**config.mk**
```make
export PLATFORM = sky130hd
export DESIGN_NAME = sal_rd_resp_buf_flat
export DESIGN_NICKNAME = d
export VERILOG_FILES = /design/src/rtl/sal_rd_resp_buf_if.sv /design/src/rtl/sal_rd_resp_buf.sv /design/src/flat_wrapper.sv
export SDC_FILE = /design/constraint.sdc
export NUM_CORES = 2
export LEC_CHECK = 0
export BUFFER_PORTS_ARGS = -buffer_cell sky130_fd_sc_hd__buf_4
export CAP_MARGIN = 10
export CORE_MARGIN = 5
export CORE_UTILIZATION = 60
export CTS_BUF_LIST = sky130_fd_sc_hd__clkbuf_8 sky130_fd_sc_hd__clkbuf_16
export DETAILED_ROUTE_END_ITERATION = 8
export PLACE_DENSITY = 0.77
export SKIP_CTS_REPAIR_TIMING = 1
export SYNTH_ARGS = -nofsm -noshare
export SYNTH_HDL_FRONTEND = slang
export SYNTH_SLANG_ARGS = --single-unit
```
**constraint.sdc**
```tcl
create_clock -name clk -period 12.45 [get_ports clk]
set_clock_uncertainty 0.1 [all_clocks]
set_input_delay 2.49 -clock clk [delete_from_list [all_inputs] [get_ports clk]]
set_output_delay 2.49 -clock clk [all_outputs]
set_load 0.02 [all_outputs]
```
**src/rtl/sal_rd_resp_buf_if.sv**
```systemverilog
// sal_rd_resp_buf_if: groups the scheduler command port, the DFI read-data port,
// the AXI R channel and the status outputs of the read-response buffer.
// Ports: cmd_* (tag post with ready), dfi_rddata* (no backpressure),
//        r* (AXI R, valid/ready), outstanding / err_unexpected (status).
interface sal_rd_resp_buf_if #(
    parameter int DATA_W    = 128,
    parameter int ID_W      = 4,
    parameter int TAG_DEPTH = 8
) ();
    // Scheduler command port
    logic                         cmd_valid;
    logic                         cmd_ready;
    logic [ID_W-1:0]              cmd_id;
    logic                         cmd_last;
    // DFI read data
    logic                         dfi_rddata_valid;
    logic [DATA_W-1:0]            dfi_rddata;
    // AXI R channel
    logic                         rvalid;
    logic                         rready;
    logic [ID_W-1:0]              rid;
    logic [DATA_W-1:0]            rdata;
    logic [1:0]                   rresp;
    logic                         rlast;
    // Status
    logic [$clog2(TAG_DEPTH):0]   outstanding;
    logic                         err_unexpected;

    // The buffer itself
    modport slave (
        input  cmd_valid, cmd_id, cmd_last,
        input  dfi_rddata_valid, dfi_rddata,
        input  rready,
        output cmd_ready,
        output rvalid, rid, rdata, rresp, rlast,
        output outstanding, err_unexpected
    );

    // Scheduler + DFI PHY + AXI master side
    modport master (
        output cmd_valid, cmd_id, cmd_last,
        output dfi_rddata_valid, dfi_rddata,
        output rready,
        input  cmd_ready,
        input  rvalid, rid, rdata, rresp, rlast,
        input  outstanding, err_unexpected
    );
endinterface

```
**src/rtl/sal_rd_resp_buf.sv**
```systemverilog
// sal_rd_resp_buf: DDR2 read-response buffer, DFI read beats -> AXI R beats,
// paired in order with the tags the scheduler posts per RD command.
// Latency: a DFI beat captured at edge N is presented on R after edge N+1.
// Backpressure: rready stalls R (outputs held); cmd_ready is withheld until a
// tag slot and BEATS_PER_CMD data credits are free, so DFI never overflows.
// Ports: clk, rst_n (async, active-high), bus (sal_rd_resp_buf_if.slave).

// Generic synchronous FIFO: extra pointer bit distinguishes full from empty.
// Latency: written entry visible at rdat_o after the write edge.
// Backpressure: none internally; callers must respect full_o / empty_o.
module sal_rd_resp_buf_fifo #(
    parameter int W     = 8,
    parameter int DEPTH = 4
) (
    input  logic         clk,
    input  logic         rst_n,
    input  logic         push_i,
    input  logic [W-1:0] wdat_i,
    input  logic         pop_i,
    output logic [W-1:0] rdat_o,
    output logic         full_o,
    output logic         empty_o
);
    localparam int AW = $clog2(DEPTH);

    logic [AW:0]  wr_ptr_q, wr_ptr_d;
    logic [AW:0]  rd_ptr_q, rd_ptr_d;
    logic [W-1:0] mem_q [DEPTH];

    always_comb begin
        wr_ptr_d = wr_ptr_q;
        rd_ptr_d = rd_ptr_q;
        if (push_i) wr_ptr_d = wr_ptr_q + (AW+1)'(1);
        if (pop_i)  rd_ptr_d = rd_ptr_q + (AW+1)'(1);
    end

    always_ff @(posedge clk or posedge rst_n) begin
        if (rst_n) begin
            wr_ptr_q <= '0;
            rd_ptr_q <= '0;
        end else begin
            wr_ptr_q <= wr_ptr_d;
            rd_ptr_q <= rd_ptr_d;
        end
    end

    // Storage needs no reset: pointers alone define validity.
    always_ff @(posedge clk) begin
        if (push_i) mem_q[wr_ptr_q[AW-1:0]] <= wdat_i;
    end

    assign rdat_o  = mem_q[rd_ptr_q[AW-1:0]];
    assign empty_o = (wr_ptr_q == rd_ptr_q);
    assign full_o  = (wr_ptr_q[AW] != rd_ptr_q[AW]) &&
                     (wr_ptr_q[AW-1:0] == rd_ptr_q[AW-1:0]);
endmodule

module sal_rd_resp_buf #(
    parameter int DATA_W        = 128,
    parameter int ID_W          = 4,
    parameter int BEATS_PER_CMD = 2,
    parameter int DATA_DEPTH    = 16,
    parameter int TAG_DEPTH     = 8
) (
    input  logic           clk,
    input  logic           rst_n,
    sal_rd_resp_buf_if.slave bus
);
    localparam int CNT_W = (BEATS_PER_CMD > 1) ? $clog2(BEATS_PER_CMD) : 1;
    localparam int OUT_W = $clog2(TAG_DEPTH) + 1;
    localparam int CRD_W = $clog2(DATA_DEPTH) + 1;
    localparam logic [CNT_W-1:0] LAST_BEAT = CNT_W'(BEATS_PER_CMD - 1);
    localparam logic [CRD_W-1:0] CMD_COST  = CRD_W'(BEATS_PER_CMD);

    typedef struct packed {
        logic [ID_W-1:0] id;
        logic            last;
    } tag_t;

    // FIFO hookups
    tag_t              tag_wdat, tag_head;
    logic              tag_full, tag_empty;
    logic [DATA_W-1:0] dat_head;
    logic              dat_full, dat_empty;

    // State
    logic [CRD_W-1:0]  credit_q, credit_d;
    logic [OUT_W-1:0]  outstanding_q, outstanding_d;
    logic [OUT_W-1:0]  pend_q, pend_d;        // tags still awaiting DFI beats
    logic [CNT_W-1:0]  cap_cnt_q, cap_cnt_d;  // beat index within capturing tag
    logic [CNT_W-1:0]  out_cnt_q, out_cnt_d;  // beat index within head tag
    logic              rvalid_q, rvalid_d;
    logic [DATA_W-1:0] rdata_q, rdata_d;
    logic              err_q, err_d;

    // Events
    logic cmd_ready_c;
    logic cmd_push;
    logic beat_ok;
    logic beat_drop;
    logic cap_done;
    logic r_hs;
    logic tag_pop;
    logic dat_load;
    logic head_ok;

    assign cmd_ready_c = !tag_full && !dat_full && (credit_q >= CMD_COST);
    assign cmd_push    = bus.cmd_valid && cmd_ready_c;

    // A beat is only legal if some tag is still waiting for data.
    assign beat_ok   = bus.dfi_rddata_valid && (pend_q != '0);
    assign beat_drop = bus.dfi_rddata_valid && (pend_q == '0);
    assign cap_done  = beat_ok && (cap_cnt_q == LAST_BEAT);

    assign r_hs    = rvalid_q && bus.rready;
    assign tag_pop = r_hs && (out_cnt_q == LAST_BEAT);

    // Output register refills whenever it is empty or being drained.
    assign dat_load = !dat_empty && (!rvalid_q || bus.rready);

    assign tag_wdat = '{id: bus.cmd_id, last: bus.cmd_last};

    sal_rd_resp_buf_fifo #(
        .W     ($bits(tag_t)),
        .DEPTH (TAG_DEPTH)
    ) u_tag_fifo (
        .clk     (clk),
        .rst_n   (rst_n),
        .push_i  (cmd_push),
        .wdat_i  (tag_wdat),
        .pop_i   (tag_pop),
        .rdat_o  (tag_head),
        .full_o  (tag_full),
        .empty_o (tag_empty)
    );

    sal_rd_resp_buf_fifo #(
        .W     (DATA_W),
        .DEPTH (DATA_DEPTH)
    ) u_dat_fifo (
        .clk     (clk),
        .rst_n   (rst_n),
        .push_i  (beat_ok),
        .wdat_i  (bus.dfi_rddata),
        .pop_i   (dat_load),
        .rdat_o  (dat_head),
        .full_o  (dat_full),
        .empty_o (dat_empty)
    );

    always_comb begin
        credit_d      = credit_q;
        outstanding_d = outstanding_q;
        pend_d        = pend_q;
        cap_cnt_d     = cap_cnt_q;
        out_cnt_d     = out_cnt_q;
        rvalid_d      = rvalid_q;
        rdata_d       = rdata_q;
        err_d         = err_q | beat_drop;

        // Credit covers FIFO plus output register; returned one per R beat.
        if (cmd_push) credit_d = credit_d - CMD_COST;
        if (r_hs)     credit_d = credit_d + CRD_W'(1);

        if (cmd_push) outstanding_d = outstanding_d + OUT_W'(1);
        if (tag_pop)  outstanding_d = outstanding_d - OUT_W'(1);

        if (cmd_push) pend_d = pend_d + OUT_W'(1);
        if (cap_done) pend_d = pend_d - OUT_W'(1);

        if (beat_ok)
            cap_cnt_d = cap_done ? '0 : cap_cnt_q + CNT_W'(1);

        if (r_hs)
            out_cnt_d = (out_cnt_q == LAST_BEAT) ? '0 : out_cnt_q + CNT_W'(1);

        if (dat_load) begin
            rvalid_d = 1'b1;
            rdata_d  = dat_head;
        end else if (r_hs) begin
            rvalid_d = 1'b0;
        end
    end

    always_ff @(posedge clk or posedge rst_n) begin
        if (rst_n) begin
            credit_q      <= CRD_W'(DATA_DEPTH);
            outstanding_q <= '0;
            pend_q        <= '0;
            cap_cnt_q     <= '0;
            out_cnt_q     <= '0;
            rvalid_q      <= 1'b0;
            rdata_q       <= '0;
            err_q         <= 1'b0;
        end else begin
            credit_q      <= credit_d;
            outstanding_q <= outstanding_d;
            pend_q        <= pend_d;
            cap_cnt_q     <= cap_cnt_d;
            out_cnt_q     <= out_cnt_d;
            rvalid_q      <= rvalid_d;
            rdata_q       <= rdata_d;
            err_q         <= err_d;
        end
    end

    // Every buffered beat belongs to the head tag, so rid/rlast come straight
    // from it; they are forced to 0 when idle so stale tag storage never shows.
    assign head_ok = rvalid_q && !tag_empty;

    assign bus.cmd_ready      = cmd_ready_c;
    assign bus.rvalid         = rvalid_q;
    assign bus.rdata          = rdata_q;
    assign bus.rid            = head_ok ? tag_head.id : '0;
    assign bus.rlast          = head_ok && tag_head.last && (out_cnt_q == LAST_BEAT);
    assign bus.rresp          = 2'b00;
    assign bus.outstanding    = outstanding_q;
    assign bus.err_unexpected = err_q;
endmodule

```
**src/flat_wrapper.sv**
```systemverilog
// flat-port wrapper written by rule: the top's interface ports become plain ports
module sal_rd_resp_buf_flat 
#(
    parameter int DATA_W        = 128,
    parameter int ID_W          = 4,
    parameter int BEATS_PER_CMD = 2,
    parameter int DATA_DEPTH    = 16,
    parameter int TAG_DEPTH     = 8
)
  (clk, rst_n, bus_cmd_valid, bus_cmd_id, bus_cmd_last, bus_dfi_rddata_valid, bus_dfi_rddata, bus_rready, bus_cmd_ready, bus_rvalid, bus_rid, bus_rdata, bus_rresp, bus_rlast, bus_outstanding, bus_err_unexpected);
  sal_rd_resp_buf_if #(.DATA_W(DATA_W), .ID_W(ID_W), .TAG_DEPTH(TAG_DEPTH)) bus_i ();
  input  logic clk;
  input  logic rst_n;
  input wire logic [$bits(bus_i.cmd_valid)-1:0] bus_cmd_valid;
  input wire logic [$bits(bus_i.cmd_id)-1:0] bus_cmd_id;
  input wire logic [$bits(bus_i.cmd_last)-1:0] bus_cmd_last;
  input wire logic [$bits(bus_i.dfi_rddata_valid)-1:0] bus_dfi_rddata_valid;
  input wire logic [$bits(bus_i.dfi_rddata)-1:0] bus_dfi_rddata;
  input wire logic [$bits(bus_i.rready)-1:0] bus_rready;
  output wire logic [$bits(bus_i.cmd_ready)-1:0] bus_cmd_ready;
  output wire logic [$bits(bus_i.rvalid)-1:0] bus_rvalid;
  output wire logic [$bits(bus_i.rid)-1:0] bus_rid;
  output wire logic [$bits(bus_i.rdata)-1:0] bus_rdata;
  output wire logic [$bits(bus_i.rresp)-1:0] bus_rresp;
  output wire logic [$bits(bus_i.rlast)-1:0] bus_rlast;
  output wire logic [$bits(bus_i.outstanding)-1:0] bus_outstanding;
  output wire logic [$bits(bus_i.err_unexpected)-1:0] bus_err_unexpected;
  assign bus_i.cmd_valid = bus_cmd_valid;
  assign bus_i.cmd_id = bus_cmd_id;
  assign bus_i.cmd_last = bus_cmd_last;
  assign bus_i.dfi_rddata_valid = bus_dfi_rddata_valid;
  assign bus_i.dfi_rddata = bus_dfi_rddata;
  assign bus_i.rready = bus_rready;
  assign bus_cmd_ready = bus_i.cmd_ready;
  assign bus_rvalid = bus_i.rvalid;
  assign bus_rid = bus_i.rid;
  assign bus_rdata = bus_i.rdata;
  assign bus_rresp = bus_i.rresp;
  assign bus_rlast = bus_i.rlast;
  assign bus_outstanding = bus_i.outstanding;
  assign bus_err_unexpected = bus_i.err_unexpected;
  sal_rd_resp_buf #(.DATA_W(DATA_W), .ID_W(ID_W), .BEATS_PER_CMD(BEATS_PER_CMD), .DATA_DEPTH(DATA_DEPTH), .TAG_DEPTH(TAG_DEPTH)) u_core (.clk(clk), .rst_n(rst_n), .bus(bus_i));
endmodule
```
Word-level counts from Yosys, hierarchy flattened. Memories as Yosys holds them, arrays and structs flattened. A register that Yosys moved wholly into a read port is not among the register bits. Index checks and enable logic that the tools add are counted.

Flip-flop bits (word level): 35. Latch bits: 0. Bits in writable memories: 2088. ROM bits: 0. Input port bits: 138. Output and inout bits: 142. Word-level logic and storage cells: 71. Memories: 2.

Memories: u_core.u_dat_fifo.mem_q (words 16, width 128, rd ports 1, clocked after Yosys merged registers in 1, wr ports 1, RTL line sal_rd_resp_buf.sv:28) `logic [W-1:0] mem_q [DEPTH];`; u_core.u_tag_fifo.mem_q (words 8, width 5, rd ports 1, clocked after Yosys merged registers in 0, wr ports 1, RTL line sal_rd_resp_buf.sv:28).

$add $sub $neg: 12. Multipliers: 0. Divide/modulo/power cells: 0. $lt $le $gt $ge: 1. Eq/ne operators: 6. Shifts and indexed selects: 0. Multiplexer cells: 15. Bitwise operators: 1. Reduce and logical (&&, ||, !) cells: 23.

Operators with widths (number): 4-bit 2-to-1 mux (5); 4-bit by 1-bit adder with 4-bit output, second input constant (4); 5-bit by 1-bit adder with 5-bit output, second input constant (3); 1-bit logical AND (14); 5-bit 2-to-1 mux (2); 4-bit == test (2); 1-bit 2-to-1 mux (8); 4-bit by 1-bit subtractor with 4-bit output, second input constant (2); 5-bit == test (1); 5-bit by 2-bit >= comparator with 1-bit output, second input constant (1); 1-bit logical NOT (5); 5-bit by 2-bit subtractor with 5-bit output, second input constant (1); 4-bit logical NOT (1); 4-bit nonzero test (1); 3-bit == test (1); 1-bit adder, second input constant (2); 1-bit inequality test (2); 2-bit nonzero test (1); 1-bit logical OR (1); 1-bit bitwise OR (1).

Depth between registers and ports, before layout.
Depth after elaboration: 9. Depth in mapped cells: 14. Depth with buffers taken out: 13.

Hierarchy. A second synthesis with hierarchy kept.

Cell total of the unflattened synthesis: 3965. Area, all modules: 86309.0 um^2.

Modules (own cells, without submodules): sal_rd_resp_buf_fifo at u_core.u_dat_fifo (times used 1, cells an instance 3470, area an instance 78497.8 um^2, sequential area each 61749.2 um^2); sal_rd_resp_buf (times used 1, cells an instance 384, area an instance 5851.9 um^2, sequential area each 3629.7 um^2); sal_rd_resp_buf_fifo at u_core.u_tag_fifo (times used 1, cells an instance 111, area an instance 1959.4 um^2, sequential area each 1401.3 um^2).

Worst setup path before layout. Ideal clock, no wire load.

Path type: in2reg. Start point: input port bus_dfi_rddata_valid. End point: memory u_core.u_dat_fifo.mem_q[3][0] (netlist bit), enable pin. Setup time: 773 ps. Data arrival time: 11822 ps. Data required time: 11577 ps. Path slack: -245 ps. Stages on the path: 4. Path buffers: 1. Cells stage by stage: nor2b_1 > clkbuf_1 > nand2_1 > nor3_1.

Longest elaborated chain between the ends: 3.

Ends and longest elaborated chain: start: declaration (RTL line flat_wrapper.sv:17) `input wire logic [$bits(bus_i.dfi_rddata_valid)-1:0] bus_dfi_rddata_valid;`; 1-bit logical AND (RTL line sal_rd_resp_buf.sv:111) `assign beat_ok = bus.dfi_rddata_valid && (pend_q != '0);`; 1-bit 2-to-1 mux (RTL line sal_rd_resp_buf.sv:49) `if (push_i) mem_q[wr_ptr_q[AW-1:0]] <= wdat_i;`; 1-bit 2-to-1 mux (not written as such) (RTL line sal_rd_resp_buf.sv:49); end: declaration (RTL line sal_rd_resp_buf.sv:28).

Every way passes these cells.

Worst setup path after layout.
Start point: register u_core.u_dat_fifo.rd_ptr_q[0]. End point: output port bus_cmd_ready.

Longest elaborated chain between the ends: 5.

Ends and longest elaborated chain: start: declaration (RTL line sal_rd_resp_buf.sv:27) `logic [AW:0] rd_ptr_q, rd_ptr_d;`; start signal: assignment (RTL line sal_rd_resp_buf.sv:43) `rd_ptr_q <= rd_ptr_d;`; 4-bit == test (RTL line sal_rd_resp_buf.sv:55) `(wr_ptr_q[AW-1:0] == rd_ptr_q[AW-1:0]);`; 1-bit logical AND (RTL line sal_rd_resp_buf.sv:54) `assign full_o = (wr_ptr_q[AW] != rd_ptr_q[AW]) &&`; 1-bit logical NOT (RTL line sal_rd_resp_buf.sv:107) `assign cmd_ready_c = !tag_full && !dat_full && (credit_q >= CMD_COST);`; 1-bit logical AND (2 in series) (RTL line sal_rd_resp_buf.sv:107); end: declaration (RTL line flat_wrapper.sv:20) `output wire logic [$bits(bus_i.cmd_ready)-1:0] bus_cmd_ready;`.

Every way passes these cells.

==> flow_metrics.py <==
metrics = {
    "synth": {
        "synth-compound-area-share": 0.00222,
        "synth_simple_gate_area_frac": 0.00502,
        "ys_seq_elements": 2251,
        "synthArstFlopShare": 0.0724,
        "synthFlopType": "edfxtp_1",
        "yosys_warnings": 0,
        "ys_top_cells_by_area": "edfxtp_1, mux4_2, dfrtp_1",
        "synth_area_leader_cell": "edfxtp_1",
        "ys_seq_area_frac": 0.783,
        "synthMuxAreaShare": 0.190,
        "avgSynthCellArea_sq_um": 25.1,
        "synth_fa_ha_area_frac": 0.00205,
        "post-synth-top-area-fraction": 0.736,
        "synthCells": 3390,
        "syn_area_sq_mm": 0.0852,
        "synth_xor_area_frac": 0.00432,
        "synth_top_family_by_area": "multiplexers",
        "synth_cell_types": 45,
        "synth_edf_count": 2088,
    },
    "sta": {
        "final.min_clock_period_ns": 6.19,
        "whs_ns": 0.385,
        "relSlewSlack": 0.148,
        "setup_tns_ns": 0,
        "rsz0062_at_grt": "false",
        "setup_violations": 0,
        "final.setup.worst_slack_ns": 6.26,
        "period_share": 0.497,
        "drv_slew": 0,
        "hold_violations": 0,
        "fmax_mhz": 161,
        "tightestPinTransition_ns": 1.27,
    },
    "power_and_ir_drop": {
        "p_int_mw": 16.0,
        "vdd_drop_max_uv": 214,
        "p_per_area_mw_per_mm2": 235,
        "p_seq_frac": 0.437,
        "clkPwrFrac": 0.279,
        "pwr-share-comb": 0.284,
        "switching_share": 0.293,
        "p_sw_mw": 6.61,
        "p_leak_nw": 31.3,
    },
    "placement": {
        "hpwl_um": 95100,
        "port_buffers": 277,
        "place.gp.congestion": 0.742,
        "place_ws_ns": 6.29,
    },
    "route": {
        "routed_via_density": 6.69,
        "drt_first_pass_iters": 5,
        "vias": 39245,
        "initialDrtViolationCount": 4844,
        "wl_um": 199000,
        "routedWlPerCell_um": 33.9,
        "ant_nets": 0,
        "drcViolationCount": 0,
    },
    "run_status": {
        "status": "complete, no violations",
    },
    "setup_path": {
        "crit_arrival_ns": 3.60,
        "cp_max_fo": 41,
        "crit_chain": "xor2_1, nor4_2, a211oi_1, buf_4",
        "cpLargestDelayFamily": "simple AND/OR/NAND/NOR gates",
        "path_buf_inv": 1,
        "worstSetupPathType": "flip-flop to output port",
        "slowest_delay_ns": 1.09,
        "r2r_slack_ns": 6.45,
        "critPathCaptureType": "output port",
        "slowest_stage": "nor4_2",
        "cp-start-kind": "flip-flop",
        "required_ns": 9.86,
    },
    "cts": {
        "clock_sinks": 2251,
        "cts_tree": "yes",
        "cts_max_level": 4,
        "cts_root_buffer": "clkbuf_16",
        "clk_latency_ns": 0.84,
        "cts_buffers": 211,
        "cts.clk_slew.worst_paths_ns": 0.06,
        "clockBufferDepth": 3,
    },
    "min_path": {
        "hp-class": "flip-flop to flip-flop",
    },
    "floorplan": {
        "dieArea_sq_mm": 0.150,
        "rows": 138,
        "die_w_um": 387,
        "io_pins": 280,
        "die_y_um": 387,
        "start_util": 0.603,
        "fp.coreArea_sq_mm": 0.141,
    },
    "finish": {
        "layout-drive-gt1-share": 0.370,
        "syn2layout_area_growth_pct": 12.9,
        "nets": 3932,
    },
    "grt": {
        "grt_max_degree": 153,
        "grtUsageTotal": 0.269,
        "grt_pass1_vias": 41338,
        "grt_pass1_wl_um": 291000,
        "antenna_found_initial": 28,
        "grt_overflow": 0,
    },
    "flow_run": {
        "max_cap_viol_count": 0,
    },
}
[state kept, by name, indices dropped and copies added (netlist names)]
name and cells:
u_core.pend_q 4, u_core.bus.rvalid 1, u_core.bus.outstanding 4, u_core.credit_q 5, u_core.cap_cnt_q 1, u_core.u_tag_fifo.mem_q 40
u_core.u_dat_fifo.wr_ptr_q 5, u_core.u_tag_fifo.rd_ptr_q 4, u_core.bus.rdata 128, u_core.out_cnt_q 1, u_core.u_dat_fifo.mem_q 2048, u_core.bus.err_unexpected 1
u_core.u_tag_fifo.wr_ptr_q 4, u_core.u_dat_fifo.rd_ptr_q 5
[area by class of cell]
class                      instances  area [sq um]
sequential                      2251         66800
fill                            7969         45200
multi-input combinational        956         17500
clock buffer                     235          5640
timing repair buffer             349          2680
tap                             1890          2360
clock inverter                   161          1180
inverter                          11          48.8
antenna                           13          32.5
[power by group through the flow]
stage / Clock (mW) / Combinational, mW / Sequential [mW]
3_3_place_gp: 0 / 6.26 / 9.94
4_1_cts: 6.38 / 6.50 / 9.89
5_1_grt: 6.74 / 6.79 / 9.95
3_5_place_dp: 0 / 6.35 / 9.99
2_1_floorplan: 0 / 4.48 / 10.0
6_report: 6.30 / 6.41 / 9.88
[stage by stage]
step / total power [mW] / area [sq um] / std cells / utilization
2_1_floorplan: 14.5 / 85300 / 3391 / -
3_3_place_gp: 16.2 / 89400 / 5456 / 0.632
3_5_place_dp: 16.3 / 89400 / 5456 / 0.632
4_1_cts: 22.8 / 96200 / 5852 / 0.680
5_1_grt: 23.5 / 96200 / 5864 / 0.681
6_report: 22.6 / 96200 / 5866 / 0.681
[worst register-to-register path: cells and delay by family (launching register included)]
kind	cells	cell delay, ns
DFF	1	0.97
muxes	3	1.45
buffers and inverters	4	3.37
[layer usage]
layer,up-vias,global-route usage,part of all wire
met1,21033,0.367,0.36
li1,15360,-,-
met4,18,0.0812,0.026
met2,2485,0.446,0.52
met3,349,0.0601,0.093
met5,-,0,0.00054
[synthesized netlist by cell type, drive strengths merged, types with 3 or more instances]
cell    number
nor4         4
o21ai        3
nor3b        5
dfrtp      162
inv         11
nand2       27
xnor2       24
clkbuf      71
ha          14
mux2       131
nor2        21
nand4        5
buf        102
xor2        18
a21oi        5
nor3        10
o31a         3
edfxtp    2088
mux4       650
mux2i        7
nand3        5
[cell families after synthesis]
| group | after synthesis |
|---|---|
| DFF | 2251 |
| muxes | 788 |
| buffers and inverters | 184 |
| and+or+nand+nor | 86 |
| xor gates and xnor gates | 42 |
| AOI/OAI and AO/OA | 24 |
| adders and majority gates | 14 |
| other | 1 |
[cell usage in the layout, fill, tap and decap left out, types with 13 or more instances in the layout]
cell,instances
buf_4,344
bufinv_16,15
clkbuf_16,214
clkbuf_8,21
clkinv_1,32
clkinv_2,42
dfrtp_1,158
diode_2,13
edfxtp_1,2088
ha_1,14
inv_1,64
mux2_2,129
mux4_2,650
nand2_1,26
xnor2_1,24
xor2_1,18
[final timing paths]
kind	start	endpoint	cells past startpoint
setup / recovery	u_core.u_dat_fifo.rd_ptr_q[0]	bus_cmd_ready	4
hold / removal	u_core.bus.outstanding[3]	u_core.bus.outstanding[3]	1
setup reg to reg	u_core.u_dat_fifo.rd_ptr_q[0]	u_core.bus.rdata[66]	7
hold reg to reg	u_core.bus.outstanding[3]	u_core.bus.outstanding[3]	1
max in group asynchronous	rst_n	u_core.u_dat_fifo.rd_ptr_q[0]	3
min in group asynchronous	rst_n	u_core.bus.rdata[116]	2
Note: power is estimated with default switching activity, not from simulation.
